==> config.mk <==
export PLATFORM = sky130hd
export DESIGN_NAME = bus_arbiter_rr_split
export DESIGN_NICKNAME = d
export VERILOG_FILES = /design/src/rtl/bus_arbiter_rr_split.sv
export SDC_FILE = /design/constraint.sdc
export NUM_CORES = 1
export LEC_CHECK = 0
export ABC_CLOCK_PERIOD_IN_PS = 6100
export BUFFER_PORTS_ARGS = -buffer_cell sky130_fd_sc_hd__buf_4
export CAP_MARGIN = 40
export CORE_MARGIN = 8
export CORE_UTILIZATION = 38
export CTS_CLUSTER_SIZE = 28
export DETAILED_ROUTE_END_ITERATION = 10
export PLACE_DENSITY = 0.65
export SLEW_MARGIN = 20
export SYNTH_ARGS = -nofsm -noshare
export SYNTH_HDL_FRONTEND = slang
export SYNTH_SLANG_ARGS = --single-unit
export TNS_END_PERCENT = 1
==> constraint.sdc <==
create_clock -name clk -period 6.1 [get_ports clk]
set_input_delay 1.22 -clock clk [delete_from_list [all_inputs] [get_ports clk]]
set_output_delay 1.22 -clock clk [all_outputs]
set_load 0.02 [all_outputs]
==> src/rtl/bus_arbiter_rr_split.sv <==
// Two-master serial bus arbiter with fixed-priority / round-robin selection
// and split-transaction sequencing (suspend, hand-over, resume, timeout abort) for S3.
module bus_arbiter_rr_split #(
  parameter int unsigned RR_MODE       = 0,
  parameter int unsigned SPLIT_TIMEOUT = 255,
  parameter int unsigned CNT_WIDTH     = 8
) (
  input  logic clk,
  input  logic rst,
  input  logic breq1,
  input  logic breq2,
  input  logic sreadysp,
  input  logic ssplit,
  output logic bgrant1,
  output logic bgrant2,
  output logic msel,
  output logic msplit1,
  output logic msplit2,
  output logic split_grant,
  output logic split_abort
);

  typedef enum logic [2:0] {
    S_IDLE,
    S_GNT,
    S_SPLIT_IDLE,
    S_SPLIT_GNT,
    S_RESUME
  } state_t;

  localparam logic [CNT_WIDTH-1:0] TO_C = CNT_WIDTH'(SPLIT_TIMEOUT);

  state_t                 r_state, w_state;
  logic                   r_owner, w_owner;
  logic                   r_split_owner, w_split_owner;
  logic                   r_last_owner, w_last_owner;
  logic [CNT_WIDTH-1:0]   r_timer, w_timer;
  logic                   r_bgrant1, w_bgrant1;
  logic                   r_bgrant2, w_bgrant2;
  logic                   r_msel, w_msel;
  logic                   r_msplit1, w_msplit1;
  logic                   r_msplit2, w_msplit2;
  logic                   r_split_grant, w_split_grant;
  logic                   r_split_abort, w_split_abort;

  logic                   w_req_owner;
  logic                   w_req_other;
  logic                   w_req_sother;
  logic                   w_arb_valid;
  logic                   w_arb_win;
  logic [CNT_WIDTH-1:0]   w_timer_inc;
  logic                   w_timeout;
  logic                   w_release;
  logic                   w_resume;

  assign w_req_owner  = r_owner ? breq2 : breq1;
  assign w_req_other  = r_owner ? breq1 : breq2;
  assign w_req_sother = r_split_owner ? breq1 : breq2;

  // Tie goes to M1 in fixed-priority mode, to the non-last owner in round-robin.
  assign w_arb_valid = breq1 | breq2;
  assign w_arb_win   = (breq1 & breq2) ? ((RR_MODE != 0) ? ~r_last_owner : 1'b0) : breq2;

  assign w_timer_inc = (r_timer == TO_C) ? r_timer : r_timer + 1'b1;
  assign w_timeout   = (SPLIT_TIMEOUT != 0) && (w_timer_inc == TO_C);

  always_comb begin
    w_state       = r_state;
    w_owner       = r_owner;
    w_split_owner = r_split_owner;
    w_last_owner  = r_last_owner;
    w_timer       = r_timer;
    w_bgrant1     = r_bgrant1;
    w_bgrant2     = r_bgrant2;
    w_msel        = r_msel;
    w_msplit1     = r_msplit1;
    w_msplit2     = r_msplit2;
    w_split_grant = r_split_grant;
    w_split_abort = 1'b0;
    w_release     = 1'b0;
    w_resume      = 1'b0;

    case (r_state)
      S_IDLE: begin
        w_timer = '0;
        if (w_arb_valid) begin
          w_state      = S_GNT;
          w_owner      = w_arb_win;
          w_last_owner = w_arb_win;
          w_msel       = w_arb_win;
          w_bgrant1    = ~w_arb_win;
          w_bgrant2    = w_arb_win;
        end
      end

      S_GNT: begin
        if (ssplit) begin
          w_state       = S_SPLIT_IDLE;
          w_split_owner = r_owner;
          w_msplit1     = ~r_owner;
          w_msplit2     = r_owner;
          w_bgrant1     = 1'b0;
          w_bgrant2     = 1'b0;
          w_timer       = '0;
        end else if (!w_req_owner) begin
          w_release = 1'b1;
        end
      end

      S_SPLIT_IDLE: begin
        w_timer = w_timer_inc;
        if (sreadysp) begin
          w_resume = 1'b1;
        end else if (w_timeout) begin
          w_split_abort = 1'b1;
          w_msplit1     = 1'b0;
          w_msplit2     = 1'b0;
          w_state       = S_IDLE;
          w_timer       = '0;
        end else if (w_req_sother) begin
          w_state      = S_SPLIT_GNT;
          w_owner      = ~r_split_owner;
          w_last_owner = ~r_split_owner;
          w_msel       = ~r_split_owner;
          w_bgrant1    = r_split_owner;
          w_bgrant2    = ~r_split_owner;
        end
      end

      S_SPLIT_GNT: begin
        w_timer = w_timer_inc;
        if (!w_req_owner) begin
          w_bgrant1 = 1'b0;
          w_bgrant2 = 1'b0;
          if (sreadysp) begin
            w_resume = 1'b1;
          end else if (w_timeout) begin
            // Owner left on the same edge the split expired: nobody keeps the bus.
            w_split_abort = 1'b1;
            w_msplit1     = 1'b0;
            w_msplit2     = 1'b0;
            w_state       = S_IDLE;
            w_timer       = '0;
          end else begin
            w_state = S_SPLIT_IDLE;
          end
        end else if (w_timeout) begin
          w_split_abort = 1'b1;
          w_msplit1     = 1'b0;
          w_msplit2     = 1'b0;
          w_state       = S_GNT;
          w_timer       = '0;
        end
      end

      S_RESUME: begin
        if (!w_req_owner) begin
          w_split_grant = 1'b0;
          w_release     = 1'b1;
        end
      end

      default: begin
        w_state = S_IDLE;
      end
    endcase

    // Release hands the bus straight to a waiting master, otherwise goes idle.
    if (w_release) begin
      if (w_req_other) begin
        w_state      = S_GNT;
        w_owner      = ~r_owner;
        w_last_owner = ~r_owner;
        w_msel       = ~r_owner;
        w_bgrant1    = r_owner;
        w_bgrant2    = ~r_owner;
      end else begin
        w_state   = S_IDLE;
        w_bgrant1 = 1'b0;
        w_bgrant2 = 1'b0;
      end
    end

    if (w_resume) begin
      w_state       = S_RESUME;
      w_owner       = r_split_owner;
      w_last_owner  = r_split_owner;
      w_msel        = r_split_owner;
      w_bgrant1     = ~r_split_owner;
      w_bgrant2     = r_split_owner;
      w_split_grant = 1'b1;
      w_msplit1     = 1'b0;
      w_msplit2     = 1'b0;
      w_timer       = '0;
    end
  end

  always_ff @(posedge clk) begin
    if (rst) begin
      r_state       <= S_IDLE;
      r_owner       <= 1'b0;
      r_split_owner <= 1'b0;
      r_last_owner  <= 1'b1;
      r_timer       <= '0;
      r_bgrant1     <= 1'b0;
      r_bgrant2     <= 1'b0;
      r_msel        <= 1'b0;
      r_msplit1     <= 1'b0;
      r_msplit2     <= 1'b0;
      r_split_grant <= 1'b0;
      r_split_abort <= 1'b0;
    end else begin
      r_state       <= w_state;
      r_owner       <= w_owner;
      r_split_owner <= w_split_owner;
      r_last_owner  <= w_last_owner;
      r_timer       <= w_timer;
      r_bgrant1     <= w_bgrant1;
      r_bgrant2     <= w_bgrant2;
      r_msel        <= w_msel;
      r_msplit1     <= w_msplit1;
      r_msplit2     <= w_msplit2;
      r_split_grant <= w_split_grant;
      r_split_abort <= w_split_abort;
    end
  end

  assign bgrant1     = r_bgrant1;
  assign bgrant2     = r_bgrant2;
  assign msel        = r_msel;
  assign msplit1     = r_msplit1;
  assign msplit2     = r_msplit2;
  assign split_grant = r_split_grant;
  assign split_abort = r_split_abort;

endmodule
==> flow_summary.ini <==
[outcome]
status = completed

[logic_synthesis]
ys_types = 64
ys_warn_count = 0
async_reset_ff_share_pct = 0
ys.flop_type = dfxtp_1
synth_nets = 208
synth_edf_count = 0
syn-cell-area_sq_um = 1570
synth-seq-cells = 20
syn_inst = 201
postSynthAreaPerCell_sq_um = 7.83
synth_seq_area_share_pct = 25.4

[timing]
hold_ws_ps = 488
fin_ws_ps = 3560
fin_crit_sh_pct = 41.6
rsz0062_at_grt = false
finalHoldViolCount = 0
period_needed_ps = 2540
tightest_slew_ps = 669
relSlewSlack_pct = 54.9
fin_tns_setup_ps = 0
finalSetupViolCount = 0
fmax_ghz = 0.394
fin_skew_ps = 8.32
maxSlewViolCount = 0

[power]
power_density_nw_per_um2 = 315
pwr-share-seq_pct = 36.9
combPwrFrac_pct = 45.9
sw_frac_of_total_pct = 43.9
p_total_uw = 526
power.internal_uw = 295
vdd_ir_drop_max_uv = 97.1
switchingPower_uw = 231
clkPwrFrac_pct = 17.2
power.leakage_nw = 0.559

[global_route]
antenna_found_initial = 0
grt_start_max_net_pins = 21
globalRoute.totalOverflow = 0
grt_pass1_vias = 1325
grt_pass1_wl_mm = 6.39
track_usage_pct = 12.2

[placement]
gp_congestion = 0.861
dp_hpwl_mm = 2.78
dp_cells = 247
pre_cts_slack_ps = 3380
place_area_sq_um = 1630
numPortBuffers = 12

[finish]
finalInstanceArea_sq_um = 1670
final_cell_count_no_fill = 250
nets = 209
syn2layout_area_growth_pct = 6.12
insertedDiodeCount = 0
largest_reg_flops = 8
fin_util_pct = 41.8
largestRegisters = r_timer x8, r_state x3
nFillCells = 389
regMostFlops = r_timer
drive_gt1_share_pct = 18.0

[clocking]
clk_pin_slew_ps = 80
clock_path_buffers = 2
postCtsSetupRepairBufs = 0
cts_tree = built
cts_num_sinks = 20
hold_buffers = 0
cts_buffers = 3
ctsHtreeMaxLevel = 1
cts_resized = 0
clk_latency_ps = 260
cts_root_buffer = clkbuf_8

[floorplanning]
core-area_sq_um = 4000
die-area_sq_um = 6460
die_x_um = 80.4
ios = 13
die_height_um = 80.4
floorplan.initialDensity_pct = 39.3
core.rowCount = 23

[route]
routed_wl_mm = 3.77
avgRoutedWirePerCell_um = 15.1
drc = 0
vias_per_cell = 6.00
postRouteAntennaNets = 0
drt_iter0_markers = 198
firstDrtPassIters = 4
routed-via-count = 1501

[worst_setup_path]
path_class = flop to flop
crit_buf_inv = 0
start_kind = flop
cp.required_ps = 6240
crit_path_end_kind = flop
cp_max_fo = 10
crit_chain = ha_1, nand3_1, a211o_1, a311oi_4, a21oi_4, a21oi_1, o22ai_1
max_stage_delay_ps = 500
reg2regPathDepth = 7
path_delay_family = compound AO/OA/AOI/OAI gates
crit_path_top_delay_cell = a311oi_4
arrival_ps = 2680
path_depth = 7

[job]
drv_cap = 0

[worst_hold_path]
hold_path_class = flop to flop
min_path_cells = 2
==> worst reg2reg max path: cells and delay by family, from the launching register on <==
family,cells,cell delay [ps]
AOI/OAI and AO/OA,5,1380
DFF,1,480
and+or+nand+nor,1,130
adders and majority gates,1,430
==> synth_stat cells, drive strengths merged, types with 3 or more instances <==
cell,number,area share [%]
dfxtp,20,25
clkbuf,12,3.5
and4,3,1.9
mux2i,3,1.9
a211oi,3,1.4
a21oi,16,6.0
o22ai,4,1.6
nor2b,3,1.2
and3,4,1.7
inv,6,1.4
a31oi,7,2.8
nor3,3,0.95
nand2,16,3.8
a311oi,4,3.3
nand3,10,3.2
nor2,18,4.3
a22oi,3,1.7
o31ai,3,1.4
nand4,4,1.6
buf,4,2.7
o21ai,15,5.0
nand2b,5,2.5
==> cells by family (layout without fill, tap and decap cells) <==
logic type	Yosys count	after routing	share of synthesized area, %
and+or+nand+nor	81	81	28.9
muxes	4	4	2.62
DFF	20	20	25.4
adders and majority gates	1	1	0.795
buffers and inverters	22	21	7.63
AOI/OAI and AO/OA	73	73	34.6
==> path summary, 6_finish.rpt <==
path,from,to,slack [ps]
worst max-delay path,r_timer[0],r_timer[0],3560
worst min-delay path,msplit1,msplit1,490
worst max register to register,r_timer[0],r_timer[0],3560
worst min register to register,msplit1,msplit1,490
==> metal layers <==
layer  vias to the layer above  GRT usage [%]  part of all wire [%]
li1                        766              -                     -
met1                       693           18.2                    53
met2                        38           16.2                    40
met3                         4           2.23                   5.7
met4                         0           5.45                   1.4
met5                         -              0                     0
==> placed cells by master (no fill, tap or decap), drive strengths merged, types with 2 or more instances in the layout <==
| master | synthesis | layout |
|---|---|---|
| a211o | 2 | 2 |
| a211oi | 3 | 3 |
| a21boi | 2 | 2 |
| a21oi | 16 | 16 |
| a22oi | 3 | 3 |
| a311oi | 4 | 4 |
| a31oi | 7 | 7 |
| and3 | 4 | 4 |
| and4 | 3 | 3 |
| buf | 4 | 12 |
| clkbuf | 12 | 3 |
| dfxtp | 20 | 20 |
| inv | 6 | 6 |
| mux2i | 3 | 3 |
| nand2 | 16 | 16 |
| nand2b | 5 | 5 |
| nand3 | 10 | 10 |
| nand3b | 2 | 2 |
| nand4 | 4 | 4 |
| nor2 | 18 | 18 |
| nor2b | 3 | 3 |
| nor3 | 3 | 3 |
| nor4 | 2 | 2 |
| o211ai | 2 | 2 |
| o21ai | 15 | 15 |
| o221ai | 2 | 2 |
| o22ai | 4 | 4 |
| o31ai | 3 | 3 |
| or2 | 2 | 2 |
| or3b | 2 | 2 |
==> cell type report <==
type | instances | area (sq um) | area share [%]
clock buffer | 3 | 41.3 | 2.47
inverter | 6 | 22.5 | 1.35
multi-input combinational | 159 | 1050 | 63.1
sequential | 20 | 400 | 24.0
tap | 50 | 62.6 | 3.75
timing repair buffer | 12 | 90.1 | 5.39
==> power groups by stage <==
stage / clock network [mW] / registers [mW] / logic [mW]
floorplan: 0 / 0.181 / 0.195
global placement: 0 / 0.196 / 0.243
detailed placement: 0 / 0.195 / 0.239
CTS: 0.0918 / 0.192 / 0.240
global route: 0.0989 / 0.199 / 0.265
finish: 0.0906 / 0.194 / 0.241
No activity file was read; power rests on OpenSTA's default activity.
